File: config.mk
export PLATFORM = sky130hd
export DESIGN_NAME = fetch_unit
export DESIGN_NICKNAME = d
export VERILOG_FILES = /design/src/rtl/rv32i_pkg.sv /design/src/rtl/fetch_rsv_buf.sv /design/src/rtl/fetch_unit.sv
export SDC_FILE = /design/constraint.sdc
export NUM_CORES = 1
export LEC_CHECK = 0
export BUFFER_PORTS_ARGS = -buffer_cell sky130_fd_sc_hd__buf_2
export CAP_MARGIN = 20
export CORE_ASPECT_RATIO = 1.2
export CORE_MARGIN = 2
export CORE_UTILIZATION = 35
export CTS_CLUSTER_SIZE = 8
export DETAILED_ROUTE_END_ITERATION = 16
export GPL_TIMING_DRIVEN = 0
export PLACE_DENSITY_LB_ADDON = 0.08
export SYNTH_ARGS = -nofsm -noshare
export SYNTH_HDL_FRONTEND = slang
export SYNTH_SLANG_ARGS = --single-unit
export TNS_END_PERCENT = 20
File: constraint.sdc
create_clock -name clk -period 2.6 [get_ports clk]
set_input_delay 0.26 -clock clk [delete_from_list [all_inputs] [get_ports clk]]
set_output_delay 0.26 -clock clk [all_outputs]
set_load 0.01 [all_outputs]
File: src/rtl/rv32i_pkg.sv
// Shared types for the RV32I core front end: fetch FSM states and the
// reservation-buffer entry layout.
package rv32i_pkg;

  localparam int          RV_XLEN = 32;
  localparam logic [31:0] RV_NOP  = 32'h0000_0013;

  typedef enum logic [1:0] {
    BOOT,
    FETCH,
    DRAIN
  } fetch_state_e;

  typedef struct packed {
    logic [RV_XLEN-1:0] pc;
    logic [31:0]        instr;
    logic               filled;
  } fetch_entry_t;

endpackage

File: src/rtl/fetch_rsv_buf.sv
// Fetch reservation buffer: entries are allocated in issue order, filled in
// response order and popped from the head; clear frees every entry at once.
module fetch_rsv_buf
  import rv32i_pkg::*;
#(
  parameter int  DEPTH = 2,
  localparam int PW    = $clog2(DEPTH),
  localparam int CW    = $clog2(DEPTH + 1)
) (
  input  logic               clk,
  input  logic               rst_n,
  input  logic               clear_i,
  input  logic               alloc_i,
  input  logic [RV_XLEN-1:0] alloc_pc_i,
  input  logic               fill_i,
  input  logic [31:0]        fill_instr_i,
  input  logic               pop_i,
  output logic [RV_XLEN-1:0] head_pc_o,
  output logic [31:0]        head_instr_o,
  output logic               head_valid_o,
  output logic [CW-1:0]      count_o,
  output logic [CW-1:0]      unfilled_o
);

  fetch_entry_t  ent_q [DEPTH];
  logic [PW-1:0] head_q, tail_q, fill_q;
  logic [CW-1:0] count_q, unfilled_q;

  // Responses return in order, so the oldest unfilled entry is tracked by its
  // own pointer rather than searched for.
  always_ff @(posedge clk or negedge rst_n) begin
    if (!rst_n) begin
      for (int i = 0; i < DEPTH; i++) begin
        ent_q[i] <= '{pc: '0, instr: RV_NOP, filled: 1'b0};
      end
      head_q     <= '0;
      tail_q     <= '0;
      fill_q     <= '0;
      count_q    <= '0;
      unfilled_q <= '0;
    end else if (clear_i) begin
      head_q     <= '0;
      tail_q     <= '0;
      fill_q     <= '0;
      count_q    <= '0;
      unfilled_q <= '0;
    end else begin
      if (alloc_i) begin
        ent_q[tail_q].pc     <= alloc_pc_i;
        ent_q[tail_q].filled <= 1'b0;
        tail_q               <= tail_q + 1'b1;
      end
      if (fill_i) begin
        ent_q[fill_q].instr  <= fill_instr_i;
        ent_q[fill_q].filled <= 1'b1;
        fill_q               <= fill_q + 1'b1;
      end
      if (pop_i) begin
        head_q <= head_q + 1'b1;
      end
      count_q    <= count_q + CW'(alloc_i) - CW'(pop_i);
      unfilled_q <= unfilled_q + CW'(alloc_i) - CW'(fill_i);
    end
  end

  assign head_pc_o    = ent_q[head_q].pc;
  assign head_instr_o = ent_q[head_q].instr;
  assign head_valid_o = (count_q != '0) && ent_q[head_q].filled;
  assign count_o      = count_q;
  assign unfilled_o   = unfilled_q;

endmodule

File: src/rtl/fetch_unit.sv
// IF stage of the RV32I core: owns the PC, pipelines word fetches and feeds IF/ID.
// Optional FETCH_PERF_EN adds pop and stall-cycle counters.
module fetch_unit
  import rv32i_pkg::*;
#(
  parameter int             XLEN     = RV_XLEN,
  parameter logic [XLEN-1:0] RESET_PC = '0,
  parameter int             DEPTH    = 2,
  localparam int            CW       = $clog2(DEPTH + 1)
) (
  input  logic            clk,
  input  logic            rst_n,
  input  logic            stall_i,
  input  logic            redirect_i,
  input  logic [XLEN-1:0] redirect_pc_i,
  output logic            imem_req_o,
  output logic [XLEN-1:0] imem_addr_o,
  input  logic            imem_rvalid_i,
  input  logic [31:0]     imem_rdata_i,
  output logic [XLEN-1:0] if_pc_o,
  output logic [31:0]     if_instr_o,
  output logic            if_valid_o
`ifdef FETCH_PERF_EN
  ,
  output logic [31:0]     perf_fetched_o,
  output logic [31:0]     perf_stall_o
`endif
);

  fetch_state_e    state_q, state_d;
  logic [XLEN-1:0] pc_q, pc_d;
  logic [CW-1:0]   kill_q, kill_d;

  logic [XLEN-1:0] head_pc;
  logic [31:0]     head_instr;
  logic            head_valid;
  logic [CW-1:0]   buf_count, buf_unfilled;
  logic            pop, issue, fill;

  // Handshake: IF/ID takes the head when if_valid_o && !stall_i; imem accepts
  // every request and answers in order, one imem_rvalid_i per request.
  assign pop   = head_valid && !stall_i && !redirect_i;
  assign issue = (state_q == FETCH) && !redirect_i && ((buf_count - CW'(pop)) < CW'(DEPTH));
  assign fill  = imem_rvalid_i && (state_q == FETCH) && !redirect_i;

  fetch_rsv_buf #(.DEPTH(DEPTH)) u_buf (
    .clk          (clk),
    .rst_n        (rst_n),
    .clear_i      (redirect_i),
    .alloc_i      (issue),
    .alloc_pc_i   (pc_q),
    .fill_i       (fill),
    .fill_instr_i (imem_rdata_i),
    .pop_i        (pop),
    .head_pc_o    (head_pc),
    .head_instr_o (head_instr),
    .head_valid_o (head_valid),
    .count_o      (buf_count),
    .unfilled_o   (buf_unfilled)
  );

  always_ff @(posedge clk or negedge rst_n) begin
    if (!rst_n) begin
      state_q <= BOOT;
      pc_q    <= RESET_PC;
      kill_q  <= '0;
    end else begin
      state_q <= state_d;
      pc_q    <= pc_d;
      kill_q  <= kill_d;
    end
  end

  // kill_cnt counts responses still owed for fetches a redirect threw away.
  always_comb begin
    kill_d  = kill_q;
    state_d = state_q;
    pc_d    = pc_q;
    if (state_q == DRAIN) begin
      kill_d = kill_q - CW'(imem_rvalid_i);
    end else if (redirect_i) begin
      kill_d = buf_unfilled - CW'(imem_rvalid_i);
    end
    if (redirect_i) begin
      pc_d = redirect_pc_i;
    end else if (issue) begin
      pc_d = pc_q + XLEN'(4);
    end
    case (state_q)
      BOOT:    state_d = FETCH;
      FETCH:   if (redirect_i && (kill_d != '0)) state_d = DRAIN;
      DRAIN:   if (kill_d == '0) state_d = FETCH;
      default: state_d = BOOT;
    endcase
  end

  always_comb begin
    imem_req_o  = issue;
    imem_addr_o = pc_q;
    if_valid_o  = head_valid;
    if_pc_o     = head_valid ? head_pc : '0;
    if_instr_o  = head_valid ? head_instr : RV_NOP;
  end

  a_rvalid_outstanding: assert property (@(posedge clk) disable iff (!rst_n)
    imem_rvalid_i |-> ((state_q == DRAIN) ? (kill_q != '0) : (buf_unfilled != '0)));

`ifdef FETCH_PERF_EN
  logic [31:0] perf_fetched_q, perf_stall_q;

  always_ff @(posedge clk or negedge rst_n) begin
    if (!rst_n) begin
      perf_fetched_q <= '0;
      perf_stall_q   <= '0;
    end else begin
      if (pop) perf_fetched_q <= perf_fetched_q + 32'd1;
      if (stall_i && head_valid) perf_stall_q <= perf_stall_q + 32'd1;
    end
  end

  assign perf_fetched_o = perf_fetched_q;
  assign perf_stall_o   = perf_stall_q;
`endif

endmodule
==> results of run 1 <==
-- per-layer routing --
layer	wire, um	vias up
met1	8910	2903
met2	10500	137
met3	1080	21
met4	389	2
met5	7	-
li1	-	2769
-- worst max-delay path by stage --
stage                                   endpoint                      from  depth (start not counted)  slack (ps)
floorplan            imem_addr_o[22]$_DFFE_PN0P_                redirect_i                         10          60
global placement    u_buf.ent_q[103]$_DFFE_PN0P_                     rst_n                          1       -1490
detailed placement  u_buf.ent_q[106]$_DFFE_PN0P_                redirect_i                         10        -890
CTS                 u_buf.ent_q[124]$_DFFE_PN0P_  u_buf.head_q$_DFFE_PN0P_                         10       -0.09
global route         imem_addr_o[22]$_DFFE_PN0P_  u_buf.head_q$_DFFE_PN0P_                         10         -80
finish               u_buf.ent_q[63]$_DFFE_PN0P_  u_buf.head_q$_DFFE_PN0P_                         10          60
-- cell families (layout without fill, tap and decap cells) --
kind of cell / after synthesis / count (layout)
and+or+nand+nor: 186 / 186
other: 0 / 1
DFF: 173 / 173
adders and majority gates: 8 / 8
AOI/OAI and AO/OA: 43 / 43
xor gates and xnor gates: 32 / 32
buffers and inverters: 49 / 249
muxes: 195 / 195
-- worst max-delay path: cells and delay by family, from the launching register on --
| family | cells | cell delay, ps |
|---|---|---|
| simple gates | 4 | 680 |
| fa+ha+maj | 1 | 200 |
| flops | 1 | 360 |
| compound gates | 1 | 120 |
| buf+inv | 2 | 420 |
| xor+xnor | 1 | 280 |
| mux | 1 | 350 |
-- sequential cells by signal (all words and copies together), names as in the netlist --
signal            count
u_buf.ent_q         130
imem_addr_o          32
kill_q                2
state_q               2
u_buf.count_o         2
u_buf.unfilled_o      2
u_buf.fill_q          1
u_buf.head_q          1
u_buf.tail_q          1
-- timing repair --
| item | CTS | global route |
|---|---|---|
| setup endpoints to repair | 162 | 110 |
| cloned | 0 | 0 |
| resized for setup | 30 | 14 |
| pin swaps | 2 | 3 |
| endpoints found under the hold margin | 83 | 0 |
| setup buffers | 2 | 1 |
| hold buffers | 1 | 0 |
-- layout by cell type, fill, tap and decap left out, types with 4 or more instances in the layout --
cell type   instances
and3_1              5
ha_1                7
dfrtp_1           167
dfstp_2             6
clkbuf_2            5
o21ai_0            25
nand2b_1            4
clkinvlp_4          5
buf_4               7
nor2_1             75
buf_2             174
xnor2_1             8
inv_6               4
nand2_1            46
clkbuf_1           13
buf_6               4
clkbuf_4            4
nand3_1            19
mux2i_1            66
inv_1               9
o211ai_1            5
xor2_1             22
mux2_2            129
nand4_1            12
clkbuf_16          17
-- layout make-up --
cell class | count | area [um2] | area share [%]
flip-flops and latches | 173 | 4340 | 42.7
clock buffers | 18 | 429 | 4.23
multi-input cells | 464 | 3710 | 36.6
clock inverters | 13 | 118 | 1.16
diodes | 1 | 2.50 | 0.0247
plain buffers | 39 | 225 | 2.22
repair buffers | 170 | 896 | 8.83
inverters | 9 | 33.8 | 0.333
well taps | 315 | 394 | 3.88
-- power by group --
part,internal [mW],switching (mW)
registers,3.85,0.659
logic,1.86,1.66
clock network,1.32,1.09
-- per-stage QoR --
step / hold WS, ps / worst slack (ps)
5_1_grt: 40.1 / -77.8
3_5_place_dp: 306 / -894
3_3_place_gp: 465 / -1490
6_report: 45.3 / 59.4
4_1_cts: 27.7 / -0.0933
2_1_floorplan: -35.6 / 55.3
==> flow_summary_export.csv, run 1 <==
group,metric,value,unit
synth,ys_ff_latch,173,
worst_setup_path,required,2900,ps
die,start_util,35.4,%
timing,slew_violations,0,
worst_setup_path,critPathMaxStageDelay,360,ps
synth,synth_common_cells,"167 x dfrtp_1, 129 x mux2_2, 76 x nor2_1",
timing,tightest_slew,826,ps
clock_tree,clk_latency,420,ps
min_path,worstHoldStart,"redirect_pc_i[9]",
die,rows,61,
die,io_pins,167,
layout,fillers,2266,
synth,synth_area_leaders,"dfrtp_1 51%, mux2_2 18%, mux2i_1 8.1%, nor2_1 3.5%, xor2_1 2.5%",
synth,async_flop_share,100,%
clock_tree,clockRootBuffer,"clkbuf_16",
synth,synth_compound_area_share,3.20,%
grt,grt_max_degree,91,
synth,ys_types,44,
timing,rsz0062_at_grt,"yes",
synth,synth_fa_ha_area_share,1.23,%
worst_setup_path,critPathSlowestCell,"dfrtp_1",
timing,setup-tns-final,0,ps
placement,dpl.hpwl,14900,um
synth,yosys.area.top_type,"dfrtp_1",
synth,synth_most_common_cell,"dfrtp_1",
synth,synth_xor_area_share,3.43,%
layout,final_area,10100,um2
timing,period_share,97.7,%
worst_setup_path,r2r-end,"u_buf.ent_q[63]$_DFFE_PN0P_",
routing,wire_per_inst,17.4,um
placement,gp_congestion,0.750,
grt,gr-max-usage-layer,"met2",
die,die_x,143,um
power_and_ir_drop,leakagePower,4.58,nW
timing,period_minus_slack,2540,ps
die,dieArea,24600,um2
grt,antenna_found_initial,2,
routing,finalWirelength,20900,um
timing,finClkSkew,7.91,ps
layout,syn2layout_area_growth,24.3,%
die,coreArea,23000,um2
layout,nets,951,
power_and_ir_drop,power_density,1030,nW/um2
synth,synth_edf_count,0,
job,max_cap_viol_count,0,
worst_setup_path,reg2regPathDepth,10,
worst_setup_path,reg2reg_setup_slack,60,ps
worst_setup_path,crit_chain,"clkbuf_1, nand2b_1, o221ai_4, nor3_4, ha_4, xor2_2, nor2_4, nand3_2, buf_4, mux2_2",
synth,synth_mux_area_share,25.9,%
min_path,min_path_cells,3,
grt,grt-ovfl-total,0,
synth,synth_top_family_by_area,"multiplexers",
placement,dp.cells,1167,
placement,place_area,9430,um2
min_path,hold_path_class,"in -> reg",
routing,vias_per_cell,4.85,
worst_setup_path,worst_setup_path_end_kind,"flop",
routing,firstDrtPassIters,4,
routing,first_iter_violations,217,
timing,max-slew-margin-rel,44.9,%
clock_tree,cts_tree,"built",
timing,hold_violations,0,
clock_tree,cts_buffers,17,
min_path,holdPathEnd,"imem_addr_o[9]$_DFFE_PN0P_",
worst_setup_path,crit_fanout,10,
synth,synth.top_cell.area_share,51.2,%
power_and_ir_drop,ir_worst_vdd,476,uV
layout,final_cells,1202,
clock_tree,clk_pin_slew,70,ps
synth,synth_flop_cell,"dfrtp_1",
synth,synthSimpleGateAreaFrac,10.7,%
grt,grt_use_met3,4.15,%
worst_setup_path,critPathKind,"reg -> reg",
synth,syn_nets,763,
grt,grt_pass1_vias,6226,
worst_setup_path,critPathLaunchType,"flop",
power_and_ir_drop,power,10.4,mW
layout,utilization,44.0,%
timing,timing.fmax,0.394,GHz
clock_tree,cts-htree-levels,4,
clock_tree,cts.sinks,173,
worst_setup_path,cp.arrival,2840,ps
clock_tree,clockBufferDepth,2,
run_status,status,"complete, no violations",
routing,drtAntennaViolNets,0,
synth,synthCells,686,
routing,drcViolationCount,0,
synth,yosysWarnings,0,
grt,grt_pass1_wl,33300,um
die,die_h,171,um
placement,port_buffers,165,
layout,drive_gt1_share,42.4,%
worst_setup_path,r2r_start,"u_buf.head_q$_DFFE_PN0P_",
timing,finalSetupViolations,0,
grt,grtUsageMet1,21.8,%
routing,vias,5832,
grt,grt_usage,17.6,%
grt,grtUsageMet2,30.5,%
synth,synth_area,8170,um2
synth,synth_area_per_cell,11.9,um2
synth,ys_seq_area_share,53.1,%
(Power assumes the default switching activity.)
==> run 2: changes to the inputs <==
==> constraint.sdc (replaced) <==
create_clock -name clk -period 2.9 [get_ports clk]
set_input_delay 0.29 -clock clk [delete_from_list [all_inputs] [get_ports clk]]
set_output_delay 0.29 -clock clk [all_outputs]
set_load 0.01 [all_outputs]
==> flow_summary_export.csv, run 2 (synthesis gave the netlist of run 1 again) <==
group,metric,value,unit
power_and_ir_drop,power_frac_seq,42.1,%
grt,grt-ovfl-total,0,
routing,first_iter_violations,262,
die,start_util,35.4,%
clock_tree,cts_buffers,17,
layout,nets,950,
placement,place_area,9430,um2
layout,final_common_cell,"buf_2",
power_and_ir_drop,power_density,944,nW/um2
routing,drtAntennaViolNets,0,
min_path,min_path_cells,3,
layout,multi_input_area,3680,um2
placement,dp_slack,-1120,ps
timing,hold_violations,0,
layout,regMostFlops,"u_buf.ent_q",
routing,drcViolationCount,0,
worst_setup_path,crit_chain,"clkbuf_1, nand2b_1, o221ai_4, nor3_2, ha_1, xnor2_1, and3_1, clkbuf_1, nand2_1, o21a_1, o31a_1",
grt,grt_usage,17.5,%
worst_setup_path,critPathKind,"reg -> reg",
layout,final_area,10200,um2
placement,gp_congestion,0.739,
power_and_ir_drop,ir_worst_vdd,430,uV
clock_tree,cts_tree,"built",
worst_setup_path,critPathSlowestCell,"dfrtp_1",
placement,port_buffers,165,
placement,dp.cells,1167,
worst_setup_path,worst_setup_path_end_kind,"flop",
power_and_ir_drop,power.internal,6.57,mW
worst_setup_path,r2r-end,"imem_addr_o[30]$_DFFE_PN0P_",
timing,period_minus_slack,2710,ps
timing,slew_violations,0,
clock_tree,clk_pin_slew,60,ps
routing,vias,5862,
power_and_ir_drop,switchingPower,3.02,mW
die,rows,61,
die,coreArea,23000,um2
worst_setup_path,critPathMaxStageDelay,360,ps
min_path,worstHoldStart,"redirect_pc_i[5]",
min_path,holdPathEnd,"imem_addr_o[5]$_DFFE_PN0P_",
layout,largest_reg_flops,130,
grt,grt_pass1_wl,33000,um
worst_setup_path,reg2reg_setup_slack,190,ps
worst_setup_path,crit_fanout,6,
grt,antenna_found_initial,3,
die,dieArea,24600,um2
grt,grt_pass1_vias,6188,
timing,timing.fmax,0.369,GHz
worst_setup_path,required,3200,ps
timing,tightest_slew,825,ps
layout,layout_common_cells,"177 x buf_2, 167 x dfrtp_1, 129 x mux2_2, 75 x nor2_1, 66 x mux2i_1",
power_and_ir_drop,pwr-share-comb,32.3,%
routing,wire_per_inst,17.4,um
clock_tree,clockRootBuffer,"clkbuf_16",
layout,seq_area,4340,um2
layout,syn2layout_area_growth,24.4,%
min_path,hold_path_class,"in -> reg",
worst_setup_path,critPathLaunchType,"flop",
timing,finalSetupViolations,0,
timing,layout_setup_ws,191,ps
worst_setup_path,reg2regPathDepth,11,
timing,hold-worst-slack,76.1,ps
die,io_pins,167,
power_and_ir_drop,p_clk_share,25.5,%
layout,fillers,2265,
placement,dpl.hpwl,14900,um
worst_setup_path,r2r_start,"u_buf.head_q$_DFFE_PN0P_",
routing,vias_per_cell,4.87,
grt,grt_max_degree,123,
routing,firstDrtPassIters,4,
layout,drive_gt1_share,41.5,%
clock_tree,cts-htree-levels,4,
timing,finClkSkew,10.4,ps
worst_setup_path,cp.arrival,3010,ps
routing,finalWirelength,21000,um
clock_tree,clk_latency,420,ps
timing,period_share,93.4,%
power_and_ir_drop,sw_frac_of_total,31.5,%
timing,max-slew-margin-rel,45.0,%
worst_setup_path,critical_path.most_common_cell,"clkbuf_1",
run_status,status,"complete, no violations",
layout,final_cells,1204,
job,max_cap_viol_count,0,
timing,setup-tns-final,0,ps
die,die_x,143,um
die,die_h,171,um
clock_tree,cts.sinks,173,
clock_tree,clockBufferDepth,2,
timing,rsz0062_at_grt,"yes",
power_and_ir_drop,leakagePower,4.59,nW
-- run 2: cell types whose count changed in the layout (fill, tap and decap cells not counted), sizes merged --
cell           delta
clkbuf            +5
clkinvlp          -3
bufinv            +3
inv               -3
buf               -3
clkdlybuf4s15     +1
diode             +2
-- run 2: stage by stage --
step                      utilization [%]  power [mW]
after floorplan                         -        6.15
after global placement               40.7        7.00
after detailed placement             40.9        7.17
after CTS                            43.9        9.69
after global routing                 44.1        10.2
final                                44.1        9.59
-- run 2: power by group through the flow --
| stage | logic, mW | clock network, mW | registers (mW) |
|---|---|---|---|
| 2_1_floorplan | 2.23 | 0 | 3.92 |
| 4_1_cts | 3.14 | 2.51 | 4.04 |
| 3_5_place_dp | 3.10 | 0 | 4.08 |
| 5_1_grt | 3.42 | 2.62 | 4.18 |
| 3_3_place_gp | 3.00 | 0 | 4.00 |
| 6_report | 3.10 | 2.45 | 4.04 |
-- run 2: area by class of cell --
class | instances | share of cell area (%)
Antenna cell | 3 | 0.0739
Clock inverter | 10 | 1.60
Multi-Input combinational cell | 464 | 36.2
Tap cell | 315 | 3.88
Sequential cell | 173 | 42.7
Clock buffer | 22 | 4.57
Timing Repair Buffer | 169 | 8.74
Buffer | 39 | 1.91
Inverter | 9 | 0.332
-- run 2: critical path: cells and delay by family, from the launching register on --
family,cells,cell delay (ps)
simple gates,4,690
compound gates,3,590
buf+inv,2,450
flops,1,360
fa+ha+maj,1,280
xor+xnor,1,200
-- run 2: repair_timing --
action | CTS | global route
hold endpoints to repair | 51 | 0
buffers inserted | 1 | 1
pin swaps | 1 | 1
setup endpoints to repair | 97 | 93
hold buffers | 1 | 0
gates resized for setup | 13 | 8
-- run 2: per-layer routing --
layer | wire length, um | global-route usage [%] | vias up
met1 | 9040 | 21.6 | 2944
met3 | 1150 | 4.29 | 19
li1 | - | - | 2761
met4 | 304 | 5.03 | 0
met5 | 0 | 0 | -
met2 | 10500 | 30.5 | 138
-- run 2: worst max-delay path by stage --
stage	start	to	slack (ps)	cells past startpoint
floorplan	redirect_i	imem_addr_o[22]$_DFFE_PN0P_	130	10
global placement	rst_n	u_buf.ent_q[103]$_DFFE_PN0P_	-1190	1
detailed placement	redirect_i	u_buf.ent_q[98]$_DFFE_PN0P_	-1120	10
CTS	u_buf.head_q$_DFFE_PN0P_	if_instr_o[23]	20	6
global route	u_buf.head_q$_DFFE_PN0P_	imem_addr_o[26]$_DFFE_PN0P_	-10	11
finish	u_buf.head_q$_DFFE_PN0P_	imem_addr_o[30]$_DFFE_PN0P_	190	11
